<file path="src/rtl/score_timer_bcd.sv">
// Score / countdown / round counter for a reaction game, all values kept in BCD.
// Rising edges of start, pause and hit drive a four-state round controller.
// A prescaler turns clk into 1-second ticks.
module score_timer_bcd #(
   parameter int unsigned TICK_DIV  = 100000000,
   parameter logic [7:0]  GAME_TIME = 8'h60
) (
   input  logic       clk,
   input  logic       rst,
   input  logic       start,
   input  logic       pause,
   input  logic       hit,
   output logic [3:0] num0,
   output logic [3:0] num1,
   output logic [3:0] num2,
   output logic [3:0] num3,
   output logic [3:0] num4,
   output logic [3:0] num5,
   output logic [3:0] num6,
   output logic [3:0] num7,
   output logic [1:0] state,
   output logic       over_pulse
);

   localparam int unsigned PW        = (TICK_DIV > 2) ? $clog2(TICK_DIV) : 1;
   localparam logic [PW-1:0] PRESC_MAX = PW'(TICK_DIV - 1);

   localparam logic [1:0] S_IDLE  = 2'b00;
   localparam logic [1:0] S_RUN   = 2'b01;
   localparam logic [1:0] S_PAUSE = 2'b10;
   localparam logic [1:0] S_OVER  = 2'b11;

   logic [1:0]    state_q, state_d;
   logic          start_prev_q, start_prev_d;
   logic          pause_prev_q, pause_prev_d;
   logic          hit_prev_q, hit_prev_d;
   logic [15:0]   score_q, score_d;
   logic [7:0]    time_q, time_d;
   logic [7:0]    rounds_q, rounds_d;
   logic [PW-1:0] presc_q, presc_d;
   logic          over_pulse_q, over_pulse_d;

   logic start_e, pause_e, hit_e;
   logic tick, final_tick;

   // BCD increment of a packed group of digits; all-nines wraps to zero
   function automatic logic [15:0] bcd_inc(input logic [15:0] v);
      logic [15:0] r;
      logic        c;
      r = v;
      c = 1'b1;
      for (int i = 0; i < 4; i++) begin
         if (c) begin
            if (v[4*i +: 4] == 4'd9) begin
               r[4*i +: 4] = 4'd0;
            end else begin
               r[4*i +: 4] = v[4*i +: 4] + 4'd1;
               c = 1'b0;
            end
         end
      end
      return r;
   endfunction

   // BCD decrement of two digits; never called with 00
   function automatic logic [7:0] bcd_dec2(input logic [7:0] v);
      logic [7:0] r;
      if (v[3:0] == 4'd0) begin
         r = {v[7:4] - 4'd1, 4'd9};
      end else begin
         r = {v[7:4], v[3:0] - 4'd1};
      end
      return r;
   endfunction

   // Rising-edge detect against the previous sample
   assign start_e    = start & ~start_prev_q;
   assign pause_e    = pause & ~pause_prev_q;
   assign hit_e      = hit & ~hit_prev_q;
   assign tick       = (state_q == S_RUN) && (presc_q == PRESC_MAX);
   assign final_tick = tick && (time_q == 8'h01);

   // State register
   always_ff @(posedge clk or negedge rst) begin
      if (!rst) begin
         state_q <= S_IDLE;
      end else begin
         state_q <= state_d;
      end
   end

   // Next-state logic; end of round takes priority over a pause request
   always_comb begin
      state_d = state_q;
      case (state_q)
         S_IDLE, S_OVER: if (start_e) state_d = S_RUN;
         S_RUN: begin
            if (final_tick) begin
               state_d = S_OVER;
            end else if (pause_e) begin
               state_d = S_PAUSE;
            end
         end
         S_PAUSE: if (pause_e) state_d = S_RUN;
         default: state_d = S_IDLE;
      endcase
   end

   // Datapath next values, decided on the pre-edge state
   always_comb begin
      start_prev_d = start;
      pause_prev_d = pause;
      hit_prev_d   = hit;
      score_d      = score_q;
      time_d       = time_q;
      rounds_d     = rounds_q;
      presc_d      = presc_q;
      over_pulse_d = (state_q == S_RUN) && (state_d == S_OVER);
      case (state_q)
         S_IDLE, S_OVER: begin
            if (start_e) begin
               score_d  = 16'h0000;
               time_d   = GAME_TIME;
               presc_d  = '0;
               rounds_d = 8'(bcd_inc({8'h00, rounds_q}));
            end
         end
         S_RUN: begin
            presc_d = tick ? '0 : presc_q + PW'(1);
            if (tick) time_d = bcd_dec2(time_q);
            if (hit_e && (score_q != 16'h9999)) score_d = bcd_inc(score_q);
         end
         default: ;
      endcase
   end

   // Datapath registers
   always_ff @(posedge clk or negedge rst) begin
      if (!rst) begin
         start_prev_q <= 1'b0;
         pause_prev_q <= 1'b0;
         hit_prev_q   <= 1'b0;
         score_q      <= 16'h0000;
         time_q       <= GAME_TIME;
         rounds_q     <= 8'h00;
         presc_q      <= '0;
         over_pulse_q <= 1'b0;
      end else begin
         start_prev_q <= start_prev_d;
         pause_prev_q <= pause_prev_d;
         hit_prev_q   <= hit_prev_d;
         score_q      <= score_d;
         time_q       <= time_d;
         rounds_q     <= rounds_d;
         presc_q      <= presc_d;
         over_pulse_q <= over_pulse_d;
      end
   end

   assign num0       = score_q[3:0];
   assign num1       = score_q[7:4];
   assign num2       = score_q[11:8];
   assign num3       = score_q[15:12];
   assign num4       = time_q[3:0];
   assign num5       = time_q[7:4];
   assign num6       = rounds_q[3:0];
   assign num7       = rounds_q[7:4];
   assign state      = state_q;
   assign over_pulse = over_pulse_q;

endmodule
</file>
<file path="config.mk">
export PLATFORM = sky130hd
export DESIGN_NAME = score_timer_bcd
export DESIGN_NICKNAME = d
export VERILOG_FILES = /design/src/rtl/score_timer_bcd.sv
export SDC_FILE = /design/constraint.sdc
export NUM_CORES = 1
export LEC_CHECK = 0
export CAP_MARGIN = 20
export CORE_ASPECT_RATIO = 1.25
export CORE_MARGIN = 5
export CORE_UTILIZATION = 61
export DETAILED_ROUTE_END_ITERATION = 10
export GPL_TIMING_DRIVEN = 1
export PLACE_DENSITY_LB_ADDON = 0.2
export SETUP_SLACK_MARGIN = 0.2
export SLEW_MARGIN = 0
export SYNTH_ARGS = -nofsm -noshare
export SYNTH_HDL_FRONTEND = slang
export SYNTH_SLANG_ARGS = --single-unit
</file>
<file path="constraint.sdc">
create_clock -name clk -period 5.4 [get_ports clk]
set_input_delay 0.54 -clock clk [delete_from_list [all_inputs] [get_ports clk]]
set_output_delay 0.54 -clock clk [all_outputs]
set_load 0.05 [all_outputs]
</file>
==> flow_metrics.tcl <==
set metrics [dict create \
    synth_cell_types 58 \
    outcome "finished clean" \
    final_net_count 466 \
    drive_gt1_share_pct 6.67 \
    netlist_area_sq_um 3760 \
    grt_pass1_vias 3151 \
    pwr-share-comb_pct 39.9 \
    area_growth_pct 17.4 \
    wl_per_cell_um 15.8 \
    post_drt_via_cell_ratio 6.05 \
    ys.flop_type "dfrtp_1" \
    worst_skew_pair.late_latency_ns 0.35 \
    synth-edff-count 0 \
    grt_max_degree 66 \
    leakagePower_nw 1.81 \
    irDropWorstVdd_mv 0.268 \
    fin_util_pct 72.5 \
    synthCells 407 \
    cts_root_buf "clkbuf_8" \
    placed_area_sq_um 4180 \
    cp_max_fo 25 \
    clkTransAtPathRegs_ns 0.08 \
    rsz0062_at_grt "no" \
    hold_path.class "in -> async" \
    swShare_pct 42.9 \
    tightest_slew_ns 0.821 \
    hpwlAfterDp_um 5880 \
    powerDensity_nw_per_um2 411 \
    via_count 3236 \
    cts_tree "yes" \
    io_buffers 39 \
    report.final.slew_viol_count 0 \
    end_kind "register" \
    min_period_over_period_pct 54.9 \
    grt_first_pass_wirelength_um 14500 \
    ys_seq_area_share_pct 43.3 \
    synth_nets 428 \
    antenna_found_initial 0 \
    max_freq_mhz 338 \
    synth-compound-area-share_pct 14.9 \
    syn_area_per_cell_sq_um 9.24 \
    worstRegToRegCells 5 \
    numCtsBuffers 9 \
    path_class "reg -> reg" \
    ctsLongestPathBuffers 2 \
    track_usage_pct 23.1 \
    synth_adder_area_share_pct 5.32 \
    power_mw 1.81 \
    post-route-drc-count 0 \
    drt-total-wl_um 8460 \
    min_period_ns 2.96 \
    power_frac_seq_pct 34.8 \
    synth-seq-cells 65 \
    cp-start-kind "register" \
    fp.dieH_um 97.8 \
    die_x_um 80.2 \
    place.gp.congestion 0.862 \
    synth.area.mux_share_pct 0.599 \
    intPower_mw 1.04 \
    finalInstanceArea_sq_um 4410 \
    ant_nets 0 \
    placedCellCount 518 \
    finalSetupTns_ns 0 \
    initial_utilization_pct 61.8 \
    htreeDepth 3 \
    fin_skew_ns 0.00796 \
    io_pins 40 \
    max-cap-violations 0 \
    yosys_warnings 0 \
    p_switching_mw 0.777 \
    clock_power_share_pct 25.3 \
    num_rows 32 \
    instances_no_fill 535 \
    clkSinkCount 65 \
    grt_overflow_total 0 \
    cts_setup_buffers 0 \
    cts_resized 0 \
    final_hold_viol_count 0 \
    dieArea_sq_um 7840 \
    first_pass_iters 4 \
    setup_viol 0 \
    async_reset_ff_share_pct 100 \
    drt_iter0_markers 220 \
    synth-simple-area-share_pct 26.4 \
    relSlewSlack_pct 44.8 \
    synth_top_family_by_area "simple AND/OR/NAND/NOR gates" \
    coreArea_sq_um 6090 \
    synth_xor_area_share_pct 5.59 \
    diodes 0 \
    ctsHoldBuffers 0 \
    required_ns 5.64 \
    cp_data_arrival_time_ns 3.21 \
]
## registers in the layout (all words and copies together), names as in the netlist
| signal | flops |
|---|---|
| hit_prev_q | 1 |
| over_pulse | 1 |
| pause_prev_q | 1 |
| presc_q | 27 |
| rounds_q | 8 |
| score_q | 16 |
| start_prev_q | 1 |
| state | 2 |
| time_q | 8 |
## Yosys cell counts, drive strengths merged, types with 11 or more instances
library cell / count / area share (%)
dfrtp: 63 / 42
o21ai: 20 / 2.7
a21oi: 14 / 2.2
nor4: 11 / 1.8
nand3: 23 / 3.1
ha: 16 / 5.3
nand4: 11 / 1.8
xnor2: 15 / 3.5
inv: 15 / 1.5
nor3: 12 / 1.6
nand2: 42 / 4.2
nor2: 35 / 3.6
clkbuf: 11 / 1.1
## metal layers
metal	GRT usage [%]	up-vias	wire [um]
li1	-	1556	-
met2	38.2	67	4330
met4	9.62	0	174
met1	29.0	1597	3620
met3	5.07	16	339
met5	0	-	0
## path summary, 6_finish.rpt
| path | from | endpoint | slack (ns) |
|---|---|---|---|
| setup / recovery | presc_q[12] | presc_q[23] | 2.44 |
| max in group asynchronous | rst | score_q[5] | 4.50 |
| hold reg to reg | presc_q[1] | presc_q[1] | 0.51 |
| hold / removal | rst | rounds_q[4] | 0.35 |
| min in group clk | presc_q[1] | presc_q[1] | 0.51 |
| setup reg to reg | presc_q[12] | presc_q[23] | 2.44 |
## cell usage in the layout, fill, tap and decap left out, types with 4 or more instances in the layout
cell type and instances:
a21o_1 7, a21oi_1 13, a22o_1 8, and3_1 6, clkbuf_8 9, clkdlybuf4s50_1 38, dfrtp_1 63, ha_1 16
inv_1 15, nand2_1 42, nand2b_1 5, nand3_1 23, nand3b_1 6, nand4_1 11, nor2_1 34, nor2b_1 5
nor3_1 12, nor3b_1 5, nor4_1 11, o211ai_1 4, o21ai_0 17, o31ai_1 9, or3_1 6, or4_1 8
xnor2_1 15, xor2_1 9
## power groups by stage
stage	Combinational, mW	Clock, mW	Sequential, mW
final	0.724	0.458	0.630
after global routing	0.780	0.492	0.643
after CTS	0.715	0.467	0.628
after detailed placement	0.712	0	0.637
after global placement	0.693	0	0.634
after floorplan	0.359	0	0.792
## logic make-up after synthesis
kind of cell	count (synthesis)
fa+ha+maj	16
simple gates	189
xor+xnor	24
flops	65
compound gates	80
buf+inv	31
mux	2
## through the flow
| step | worst slack [ns] | hold slack (ns) |
|---|---|---|
| final | 2.44 | 0.351 |
| after global routing | 2.28 | 0.436 |
| after CTS | 2.45 | 0.394 |
| after detailed placement | 2.47 | 0.504 |
| after global placement | 2.54 | 0.486 |
| after floorplan | 2.60 | 0.244 |
## worst max-delay path: stages, from the launching register on
cell and delay [ns]:
dfrtp_1 0.44, or4_1 0.55, or4_1 0.65, or2_1 0.39, a21oi_4 0.58, o21ba_2 0.24
## final cells by class
class | count | area, sq um
Clock buffer | 9 | 124
Clock inverter | 7 | 95.1
Fill cell | 479 | 1670
Inverter | 16 | 60.1
Multi-Input combinational cell | 311 | 1990
Sequential cell | 65 | 1630
Tap cell | 85 | 106
Timing Repair Buffer | 42 | 412
Note: power is estimated with default switching activity, not from simulation.
